--- src/rtl/serial_subtractor64.sv ---
// Bit-serial two's-complement subtractor: diff = a - b, one bit per clock,
// computed as a + ~b + 1 with the carry register preset to 1.
module serial_subtractor64 #(
   parameter int unsigned WIDTH = 64
) (
   input  logic             clk,
   input  logic             rst,
   input  logic             start,
   input  logic [WIDTH-1:0] a,
   input  logic [WIDTH-1:0] b,
   output logic             busy,
   output logic             done,
   output logic [WIDTH-1:0] diff,
   output logic             borrow,
   output logic             overflow
);

   localparam int unsigned CW = $clog2(WIDTH);

   typedef enum logic [1:0] {
      S_IDLE,
      S_RUN,
      S_DONE
   } state_t;

   state_t           state;
   logic [WIDTH-1:0] op_a;
   logic [WIDTH-1:0] op_b;
   logic [WIDTH-2:0] res;
   logic             carry;
   logic [CW-1:0]    cnt;

   logic             nb;
   logic             sum_bit;
   logic             carry_out;
   logic             last;

   always_comb begin
      nb        = ~op_b[0];
      sum_bit   = op_a[0] ^ nb ^ carry;
      carry_out = (op_a[0] & nb) | (op_a[0] & carry) | (nb & carry);
      last      = (cnt == CW'(WIDTH - 1));
   end

   always_ff @(posedge clk) begin
      if (rst) begin
         state    <= S_IDLE;
         op_a     <= '0;
         op_b     <= '0;
         res      <= '0;
         carry    <= 1'b0;
         cnt      <= '0;
         busy     <= 1'b0;
         done     <= 1'b0;
         diff     <= '0;
         borrow   <= 1'b0;
         overflow <= 1'b0;
      end else begin
         done <= 1'b0;
         case (state)
            S_IDLE, S_DONE: begin
               if (start) begin
                  op_a  <= a;
                  op_b  <= b;
                  carry <= 1'b1;
                  cnt   <= '0;
                  busy  <= 1'b1;
                  state <= S_RUN;
               end else begin
                  busy  <= 1'b0;
                  state <= S_IDLE;
               end
            end
            S_RUN: begin
               // res is one bit short of WIDTH; the final sum bit goes straight into diff.
               op_a  <= op_a >> 1;
               op_b  <= op_b >> 1;
               res   <= (WIDTH-1)'({sum_bit, res} >> 1);
               carry <= carry_out;
               cnt   <= cnt + 1'b1;
               if (last) begin
                  diff     <= {sum_bit, res};
                  borrow   <= ~carry_out;
                  overflow <= carry ^ carry_out;
                  busy     <= 1'b0;
                  done     <= 1'b1;
                  state    <= S_DONE;
               end
            end
            default: begin
               busy  <= 1'b0;
               state <= S_IDLE;
            end
         endcase
      end
   end

endmodule

--- config.mk ---
export PLATFORM = sky130hd
export DESIGN_NAME = serial_subtractor64
export DESIGN_NICKNAME = d
export VERILOG_FILES = /design/src/rtl/serial_subtractor64.sv
export SDC_FILE = /design/constraint.sdc
export NUM_CORES = 1
export LEC_CHECK = 0
export ABC_AREA = 1
export CAP_MARGIN = 20
export CORE_UTILIZATION = 52
export CTS_BUF_LIST = sky130_fd_sc_hd__clkbuf_8 sky130_fd_sc_hd__clkbuf_16
export CTS_CLUSTER_DIAMETER = 60
export CTS_CLUSTER_SIZE = 24
export DETAILED_ROUTE_END_ITERATION = 10
export HOLD_SLACK_MARGIN = 0.02
export PLACE_DENSITY_LB_ADDON = 0.05
export RECOVER_POWER = 100
export SLEW_MARGIN = 0
export SYNTH_ARGS = -nofsm -noshare
export SYNTH_HDL_FRONTEND = slang
export SYNTH_SLANG_ARGS = --single-unit
--- constraint.sdc ---
create_clock -name clk -period 2.1 [get_ports clk]
set_clock_uncertainty 0.15 [all_clocks]
set_input_delay 0.42 -clock clk [delete_from_list [all_inputs] [get_ports clk]]
set_output_delay 0.42 -clock clk [all_outputs]
set_load 0.01 [all_outputs]
==> flow_metrics.py, run 1 <==
metrics = {
    "drt": {
        "route.detailed.drc": 0,
        "totalWireLength_um": 22800,
        "firstDrtPassIters": 5,
        "vias": 9470,
        "vias_per_cell": 5.03,
        "wl_per_cell_um": 12.1,
        "drtAntennaViolNets": 0,
        "drtIter0Drc": 592,
    },
    "critical_path": {
        "end_kind": "output port",
        "slowest_stage": "dlygate4sd3_1",
        "criticalPathCategory": "register to output port",
        "crit_path_max_fanout": 2,
        "critPathTopFamily": "buffers and inverters",
        "crit_arrival_ns": 1.46,
        "crit_buf_inv": 1,
        "max_stage_delay_ns": 0.62,
        "crit_chain": "dlygate4sd3_1",
        "cp.required_ns": 1.53,
        "critPathLaunchType": "register",
    },
    "logic_synthesis": {
        "synth_warnings": 0,
        "syn-num-nets": 1600,
        "synth.avg_cell_area_um2": 7.12,
        "yosysSeqAreaShare_pct": 51.4,
        "netlist_area_um2": 10400,
        "ys_ff_latch": 268,
        "synth_cell_types": 19,
        "synthCells": 1467,
    },
    "status": {
        "outcome": "completed",
    },
    "grt": {
        "grt_max_degree": 103,
        "grt_pass1_vias": 8049,
        "grt_overflow": 0,
        "grt_pass1_wl_um": 37700,
        "antenna_found_initial": 0,
        "grt_usage_pct": 21.9,
    },
    "pwr": {
        "peakVddDrop_mv": 0.568,
        "p_per_area_nw_per_um2": 784,
        "p_leak_nw": 5.95,
    },
    "clock_tree": {
        "hold_buffers": 0,
        "cts.repair.resized": 0,
        "cts_buffers": 17,
        "cts_setup_buffers": 0,
        "clock_sinks": 268,
        "cts_buffer_depth": 3,
        "cts_root_buffer": "clkbuf_16",
        "cts.clk_slew.worst_paths_ns": 0.09,
        "clk_latency_ns": 0.50,
        "cts_tree": "done",
        "htreeDepth": 1,
    },
    "layout": {
        "layout-drive-gt1-share_pct": 4.02,
        "syn_to_final_growth_pct": 25.8,
        "n_antenna_cell": 0,
        "finalNetCount": 1740,
        "final_cell_count_no_fill": 1881,
    },
    "sta": {
        "setup_viol": 0,
        "maxSlewViolCount": 0,
        "fmax_mhz": 492,
        "period_share_pct": 96.8,
        "final.setup.tns_ns": 0,
        "maxSlewHeadroom_pct": 50.6,
        "rsz0062_at_grt": "false",
        "hold_viol_final": 0,
        "timing.final.crit_period_ns": 2.03,
        "tightest_slew_ns": 0.741,
    },
    "floorplan": {
        "rows": 51,
        "coreArea_um2": 19600,
        "die_w_um": 144,
        "die_h_um": 144,
        "io_pins": 199,
        "dieArea_um2": 20700,
        "start_util_pct": 53.3,
    },
    "min_path": {
        "hold_path.class": "primary input to register",
    },
    "placed_design": {
        "hpwl_um": 14800,
        "portBuffers": 198,
        "place_congestion": 0.789,
        "dp.cells": 1853,
    },
    "run": {
        "maxCapViolCount": 0,
    },
}
-- cell type report --
| cell class | instances | area (um2) |
|---|---|---|
| inverters | 15 | 60.1 |
| clock inverters | 9 | 110 |
| repair buffers | 227 | 2310 |
| well taps | 265 | 332 |
| fillers | 1790 | 6440 |
| multi-input cells | 1078 | 4520 |
| clock buffers | 19 | 453 |
| flip-flops and latches | 268 | 5370 |
-- through the flow --
step	instance area (um2)	util, %	setup WS [ns]	total power [W]	hold slack [ns]
6_report	13100	67.1	0.0670	0.0103	0.198
4_1_cts	13200	67.5	0.0727	0.0104	0.193
3_5_place_dp	12700	64.6	0.104	0.00696	0.306
2_1_floorplan	10400	-	0.560	0.00645	0.289
3_3_place_gp	12700	64.6	0.104	0.00692	0.299
5_1_grt	13100	67.1	0.0290	0.0108	0.210
-- synth_stat cells, drive strengths merged --
cell,instances,area (um2)
clkbuf,36,135
dfxtp,268,5370
clkinv,1,3.75
a21oi,136,681
nand3b,1,7.51
nand3,133,666
nand2,473,1780
ha,1,12.5
o21ai,68,340
inv,14,52.6
nor2,265,1000
buf,70,385
fa,1,20.0
-- registers in the layout, indices dropped and copies added (netlist names) --
name,flops
diff,64
op_b,64
carry,1
op_a,64
cnt,6
overflow,1
res,63
borrow,1
done,1
state,2
busy,1
-- cell families after synthesis --
family / Yosys count / share of synthesized area, %
AO/OA/AOI/OAI: 204 / 9.77
buffers and inverters: 121 / 5.52
AND/OR/NAND/NOR: 872 / 33.0
flip-flops: 268 / 51.4
adder cells (fa/ha/maj): 2 / 0.311
-- power breakdown --
group | internal [W] | switching (W)
Sequential | 0.00537 | 0.000169
Clock | 0.00174 | 0.00177
Combinational | 0.000567 | 0.000706
-- cells in the final DEF, fill, tap and decap left out, drive strengths merged, types with 5 or more instances in the layout --
cell type and n:
clkdlybuf4s50 156, nor2 265, o21ai 68, a21oi 136, nand3 133, inv 17, buf 23, clkinv 5
dlygate4sd3 41, clkbuf 26, nand2 473, dfxtp 268
-- final timing paths --
kind / endpoint / cells past startpoint / from / slack (ns)
hold / removal: diff[15]$_SDFFE_PP0P_ / 4 / rst / 0.20
hold reg to reg: diff[50]$_SDFFE_PP0P_ / 2 / diff[50]$_SDFFE_PP0P_ / 0.31
setup reg to reg: diff[0]$_SDFFE_PP0P_ / 6 / state[0]$_SDFFE_PP0P_ / 0.16
setup / recovery: diff[38] / 1 / diff[38]$_SDFFE_PP0P_ / 0.07
-- tightest hold or removal path, stage by stage --
cell and delay, ns:
buf_4 0.14, nor2_4 0.10, nand3_1 0.10, nand2_1 0.05
-- layer usage --
metal	share of wire, %	GRT usage, %
met5	0	0
met4	1.4	4.70
met1	47	31.1
met3	5.2	3.17
met2	47	35.4
Power figures use the tool's default switching activity.
==> run 2, diff against run 1 <==
--- a/config.mk
+++ b/config.mk
@@ -13,8 +13,9 @@
 export CTS_CLUSTER_SIZE = 24
 export DETAILED_ROUTE_END_ITERATION = 10
 export HOLD_SLACK_MARGIN = 0.02
-export PLACE_DENSITY_LB_ADDON = 0.05
+export PLACE_DENSITY = 0.86
 export RECOVER_POWER = 100
+export SETUP_SLACK_MARGIN = 0.2
 export SLEW_MARGIN = 0
 export SYNTH_ARGS = -nofsm -noshare
 export SYNTH_HDL_FRONTEND = slang
==> run 2 against run 1 <==
Effect of this change: maximum frequency grew 11%; first-iteration DRC count is 12% higher; die area stayed put; hold slack improved by 0.12 ns; via count is 3.3% higher; clock power about the same; register-to-register slack gained 0.11 ns; highest routed layer unchanged.
==> flow_metrics.py, run 2 (synthesis gave the netlist of run 1 again) <==
metrics = {
    "status": {
        "outcome": "completed",
    },
    "grt": {
        "grt_util_met3_pct": 4.13,
        "grt_overflow": 0,
        "grt_pass1_vias": 8685,
        "grtUsageMet2_pct": 39.2,
        "antenna_found_initial": 0,
        "grt_max_degree": 134,
        "grt_pass1_wl_um": 40000,
        "grt_usage_pct": 23.3,
        "met1_usage_pct": 31.0,
        "busiest_layer": "met2",
    },
    "drt": {
        "totalWireLength_um": 24200,
        "route.detailed.drc": 0,
        "drtIter0Drc": 663,
        "vias_per_cell": 5.20,
        "firstDrtPassIters": 5,
        "vias": 9778,
        "drtAntennaViolNets": 0,
        "wl_per_cell_um": 12.9,
    },
    "pwr": {
        "peakVddDrop_mv": 0.577,
        "p_per_area_nw_per_um2": 788,
        "p_leak_nw": 6.16,
    },
    "clock_tree": {
        "hold_buffers": 0,
        "clk_latency_ns": 0.50,
        "cts.clk_slew.worst_paths_ns": 0.09,
        "cts_buffer_depth": 3,
        "clock_sinks": 268,
        "cts_root_buffer": "clkbuf_16",
        "cts_buffers": 17,
        "htreeDepth": 1,
        "cts_tree": "done",
    },
    "floorplan": {
        "start_util_pct": 53.3,
        "dieArea_um2": 20700,
        "coreArea_um2": 19600,
        "rows": 51,
        "die_h_um": 144,
        "io_pins": 199,
        "die_w_um": 144,
    },
    "min_path": {
        "hold_path.class": "register to register",
        "holdPathEnd": "op_a[63]$_SDFFE_PP0P_",
        "hold_path_depth": 2,
        "hold_path.startpoint": "op_a[63]$_SDFFE_PP0P_",
    },
    "critical_path": {
        "r2r_start": "cnt[0]$_SDFFE_PP0P_",
        "end_kind": "register",
        "critPathLaunchType": "register",
        "rr_endpoint": "diff[31]$_SDFFE_PP0P_",
        "rr_worst_depth": 7,
        "crit_arrival_ns": 2.08,
        "crit_path_max_fanout": 30,
        "criticalPathCategory": "register to register",
        "cp.required_ns": 2.35,
        "reg2reg_slack_ns": 0.27,
    },
    "run": {
        "maxCapViolCount": 0,
    },
    "layout": {
        "final_common_cell": "nand2_1",
        "n_antenna_cell": 0,
        "final_cell_count_no_fill": 1882,
        "nFillCells": 1649,
        "top_regs": "diff x64, op_a x64, op_b x64",
        "syn_to_final_growth_pct": 25.4,
        "finalNetCount": 1740,
        "mostFrequentLayoutCells": "nand2_1, dfxtp_1, nor2_1",
        "layout-drive-gt1-share_pct": 3.96,
    },
    "sta": {
        "timing.final.crit_period_ns": 1.83,
        "maxSlewHeadroom_pct": 56.4,
        "setup_viol": 0,
        "fmax_mhz": 545,
        "period_share_pct": 87.4,
        "tightest_slew_ns": 0.653,
        "maxSlewViolCount": 0,
        "hold_viol_final": 0,
        "final.setup.tns_ns": 0,
        "rsz0062_at_grt": "false",
    },
    "placed_design": {
        "hpwl_um": 15300,
        "dp.cells": 1852,
        "portBuffers": 198,
        "place_congestion": 0.802,
    },
}
## run 2: power breakdown
part           switching [W]  internal [W]
Clock                0.00179       0.00168
Sequential          0.000174       0.00537
Combinational       0.000722      0.000576
## run 2: worst max path at each step
| stage | cells after the start | slack [ns] | from | to |
|---|---|---|---|---|
| floorplan | 8 | 0.56 | cnt[0]$_SDFFE_PP0P_ | diff[10]$_SDFFE_PP0P_ |
| global placement | 9 | 0.07 | start | op_a[5]$_SDFFE_PP0P_ |
| detailed placement | 9 | 0.03 | start | op_b[25]$_SDFFE_PP0P_ |
| CTS | 7 | 0.34 | cnt[0]$_SDFFE_PP0P_ | diff[0]$_SDFFE_PP0P_ |
| global route | 7 | 0.14 | cnt[0]$_SDFFE_PP0P_ | diff[9]$_SDFFE_PP0P_ |
| finish | 7 | 0.27 | cnt[0]$_SDFFE_PP0P_ | diff[31]$_SDFFE_PP0P_ |
## run 2: routing by layer
| layer | wire [um] | up-vias |
|---|---|---|
| met5 | 0 | - |
| met4 | 414 | 0 |
| met3 | 1570 | 32 |
| met2 | 11700 | 317 |
| met1 | 10500 | 4488 |
| li1 | - | 4941 |
## run 2: through the flow
| step | total power [W] | cell area (um2) | worst slack, ns | hold slack (ns) | util, % |
|---|---|---|---|---|---|
| after floorplan | 0.00645 | 10400 | 0.560 | 0.289 | - |
| after global placement | 0.00691 | 12600 | 0.0686 | 0.300 | 64.5 |
| after detailed placement | 0.00696 | 12600 | 0.0284 | 0.302 | 64.5 |
| after CTS | 0.0104 | 13100 | 0.335 | 0.315 | 66.9 |
| after global routing | 0.0108 | 13100 | 0.137 | 0.330 | 66.9 |
| final | 0.0103 | 13100 | 0.265 | 0.313 | 66.9 |
## run 2: area by class of cell
type	count	area, um2	area share, %
clock buffer	17	425	3.25
inverter	15	60.1	0.459
multi-input combinational	1078	4540	34.6
clock inverter	12	129	0.984
sequential	268	5370	41.0
timing repair buffer	227	2250	17.2
tap	265	332	2.53
## run 2: worst max-delay path, cell delays in order, from the launching register on
cell,delay [ns]
dfxtp_1,0.38
ha_1,0.20
nand3_1,0.12
nor2_4,0.16
nand2_4,0.15
clkbuf_4,0.35
nand3_1,0.15
nand2_1,0.05
## run 2: what timing repair did
action                                 4_1_cts  5_1_grt
resized for setup                           68        2
gates cloned                                 0        1
setup buffers                                0        0
setup endpoints to repair                   68        7
endpoints found under the hold margin        0        0
==> run 3, diff against run 2 <==
--- a/config.mk
+++ b/config.mk
@@ -5,8 +5,9 @@
 export SDC_FILE = /design/constraint.sdc
 export NUM_CORES = 1
 export LEC_CHECK = 0
-export ABC_AREA = 1
+export ABC_AREA = 0
 export CAP_MARGIN = 20
+export CORE_ASPECT_RATIO = 2
 export CORE_UTILIZATION = 52
 export CTS_BUF_LIST = sky130_fd_sc_hd__clkbuf_8 sky130_fd_sc_hd__clkbuf_16
 export CTS_CLUSTER_DIAMETER = 60
==> run 3 against run 2 <==
Effect of this change: combinational power decreased by 19%; non-clock buffer count decreased by 2; synthesized cell count decreased by 18%; global-route usage increased by 1.6 points; setup slack improved by 0.017 ns; routed wire length increased by 5.5%; maximum frequency increased by 0.96%; critical endpoint is now op_b[54]$_SDFFE_PP0P_; design area decreased by 3.0%; largest power group unchanged; sequential power decreased by 3%.
==> flow_metrics.py, run 3 <==
metrics = {
    "sta": {
        "period_share_pct": 86.5,
        "final.setup.tns_ns": 0,
        "setup_viol": 0,
        "hold_viol_final": 0,
        "rsz0062_at_grt": "false",
        "holdWs_ns": 0.238,
        "fmax_mhz": 550,
        "timing.final.crit_period_ns": 1.82,
        "maxSlewViolCount": 0,
        "setup_ws_ns": 0.283,
        "tightest_slew_ns": 0.753,
        "maxSlewHeadroom_pct": 49.8,
    },
    "layout": {
        "finalNetCount": 1454,
        "mostFrequentLayoutCells": "dfxtp_1, a21oi_1, nand3_1",
        "seq_area_um2": 5370,
        "syn_to_final_growth_pct": 23.5,
        "top_regs": "diff x64, op_a x64, op_b x64",
        "nFillCells": 1591,
        "layout-drive-gt1-share_pct": 3.79,
        "multi_input_area_um2": 4310,
        "finish.utilization_pct": 65.6,
        "final_common_cell": "dfxtp_1",
    },
    "drt": {
        "vias": 9488,
        "route.detailed.drc": 0,
        "drtIter0Drc": 670,
        "wl_per_cell_um": 16.1,
        "drtAntennaViolNets": 0,
        "vias_per_cell": 6.00,
        "totalWireLength_um": 25500,
        "firstDrtPassIters": 5,
    },
    "critical_path": {
        "crit_path_max_fanout": 21,
        "max_stage_delay_ns": 0.52,
        "rr_worst_depth": 4,
        "crit_buf_inv": 1,
        "reg2reg_slack_ns": 0.28,
        "crit_chain": "nand2b_2 > clkbuf_2 > nand3_1 > a21oi_1",
        "end_kind": "register",
        "criticalPathCategory": "register to register",
        "critPathTopFamily": "simple AND/OR/NAND/NOR gates",
        "crit_arrival_ns": 2.08,
        "cp.required_ns": 2.37,
        "rr_endpoint": "op_b[54]$_SDFFE_PP0P_",
        "slowest_stage": "nand2b_2",
        "critPathLaunchType": "register",
        "r2r_start": "state[0]$_SDFFE_PP0P_",
    },
    "grt": {
        "grt_overflow": 0,
        "grt_pass1_vias": 8838,
        "antenna_found_initial": 2,
        "grt_max_degree": 104,
        "grt_usage_pct": 24.9,
        "grt_pass1_wl_um": 41700,
    },
    "floorplan": {
        "rows": 72,
        "io_pins": 199,
        "coreArea_um2": 19400,
        "dieArea_um2": 20400,
        "die_h_um": 201,
        "start_util_pct": 53.1,
        "die_w_um": 101,
    },
    "clock_tree": {
        "clock_sinks": 268,
        "cts_buffer_depth": 3,
        "cts_tree": "done",
        "htreeDepth": 1,
        "cts_root_buffer": "clkbuf_16",
        "hold_buffers": 0,
        "cts.clk_slew.worst_paths_ns": 0.09,
        "cts_buffers": 15,
        "clk_latency_ns": 0.50,
    },
    "min_path": {
        "hold_path_depth": 2,
        "holdPathEnd": "diff[38]$_SDFFE_PP0P_",
        "hold_path.startpoint": "rst",
        "hold_path.class": "primary input to register",
    },
    "logic_synthesis": {
        "synth-main-ff-cell": "dfxtp_1",
        "postSynth.asyncResetShare_pct": 0,
        "synthCells": 1210,
        "synth_cell_types": 32,
        "netlist.area_leader.share_pct": 52.2,
        "netlist_area_um2": 10300,
        "yosysSeqAreaShare_pct": 52.2,
        "syn-num-nets": 1343,
        "synth_common_cells": "dfxtp_1, a21oi_1, nand3_1",
        "synth.most_common_cell": "dfxtp_1",
        "yosysTopAreaCell": "dfxtp_1",
        "ys_ff_latch": 268,
        "synth_warnings": 0,
        "synth.avg_cell_area_um2": 8.49,
        "yosys-top-cells-area": "dfxtp_1, a21oi_1, nand3_1, a22oi_1, nand2_1",
        "synth_edf_count": 0,
    },
    "pwr": {
        "p_per_area_nw_per_um2": 737,
        "p_total_w": 0.00936,
        "p_leak_nw": 4.46,
        "peakVddDrop_mv": 0.811,
    },
    "placed_design": {
        "place_congestion": 0.811,
        "place_ws_ns": 0.109,
        "portBuffers": 198,
        "hpwl_um": 16400,
    },
    "run": {
        "maxCapViolCount": 0,
    },
    "status": {
        "outcome": "completed",
    },
}
==> run 3: kinds of logic after synthesis <==
family	count (synthesis)	synth area share (%)
adder cells (fa/ha/maj)	2	0.317
AND/OR/NAND/NOR	343	15.3
buffers and inverters	133	6.17
AO/OA/AOI/OAI	463	25.9
XOR/XNOR	1	0.0852
flip-flops	268	52.2
==> run 3: repair_timing <==
action | in CTS | in global routing
gates resized for setup | 70 | 3
endpoints found under the setup margin | 68 | 31
setup buffers | 0 | 0
==> run 3: layer usage <==
metal  routed length, um  share of wire (%)  up-vias  global-route usage, %
met5                   0                  0        -                      0
met4                 951                3.7        0                   9.83
met3                1230                4.8       58                   3.17
met2               13800                 54      313                   45.4
li1                    -                  -     4562                      -
met1                9550                 37     4555                   28.6
==> run 3: how the worst max path moves through the flow <==
stage | endpoint | slack, ns | depth (start not counted) | startpoint
after floorplan | busy$_SDFFE_PP0P_ | 0.56 | 6 | cnt[0]$_SDFFE_PP0P_
after global placement | op_a[38]$_SDFFE_PP0P_ | 0.15 | 5 | start
after detailed placement | op_a[46]$_SDFFE_PP0P_ | 0.11 | 5 | start
after CTS | cnt[2]$_SDFFE_PP0P_ | 0.20 | 4 | state[0]$_SDFFE_PP0P_
after global routing | diff[28]$_SDFFE_PP0P_ | 0.13 | 4 | state[1]$_SDFFE_PP0P_
final | op_b[54]$_SDFFE_PP0P_ | 0.28 | 4 | state[0]$_SDFFE_PP0P_
==> run 3: final cells by class <==
class,instances,share of cell area (%)
clock buffer,15,2.96
clock inverter,2,0.227
tap,259,2.55
timing repair buffer,225,18.0
multi-input combinational,809,33.9
sequential,268,42.3
inverter,2,0.0591
antenna,2,0.0394
==> run 3: stage by stage <==
stage,cell area (um2),cells
final,12700,1582
after global routing,12700,1582
after CTS,12700,1580
after detailed placement,12400,1563
after global placement,12400,1563
after floorplan,10300,1210
==> run 3: power by group <==
group / switching [W] / total [W] / internal (W)
clock: 0.00161 / 0.00294 / 0.00132
combinational: 0.000572 / 0.00105 / 0.000482
sequential: 0.000108 / 0.00537 / 0.00526
==> run 3: worst reg2reg max path: cells and delay by family, from the launching register on <==
family | cells | cell delay, ns
buffers and inverters | 1 | 0.35
AO/OA/AOI/OAI | 1 | 0.16
AND/OR/NAND/NOR | 2 | 0.64
flip-flops | 1 | 0.44
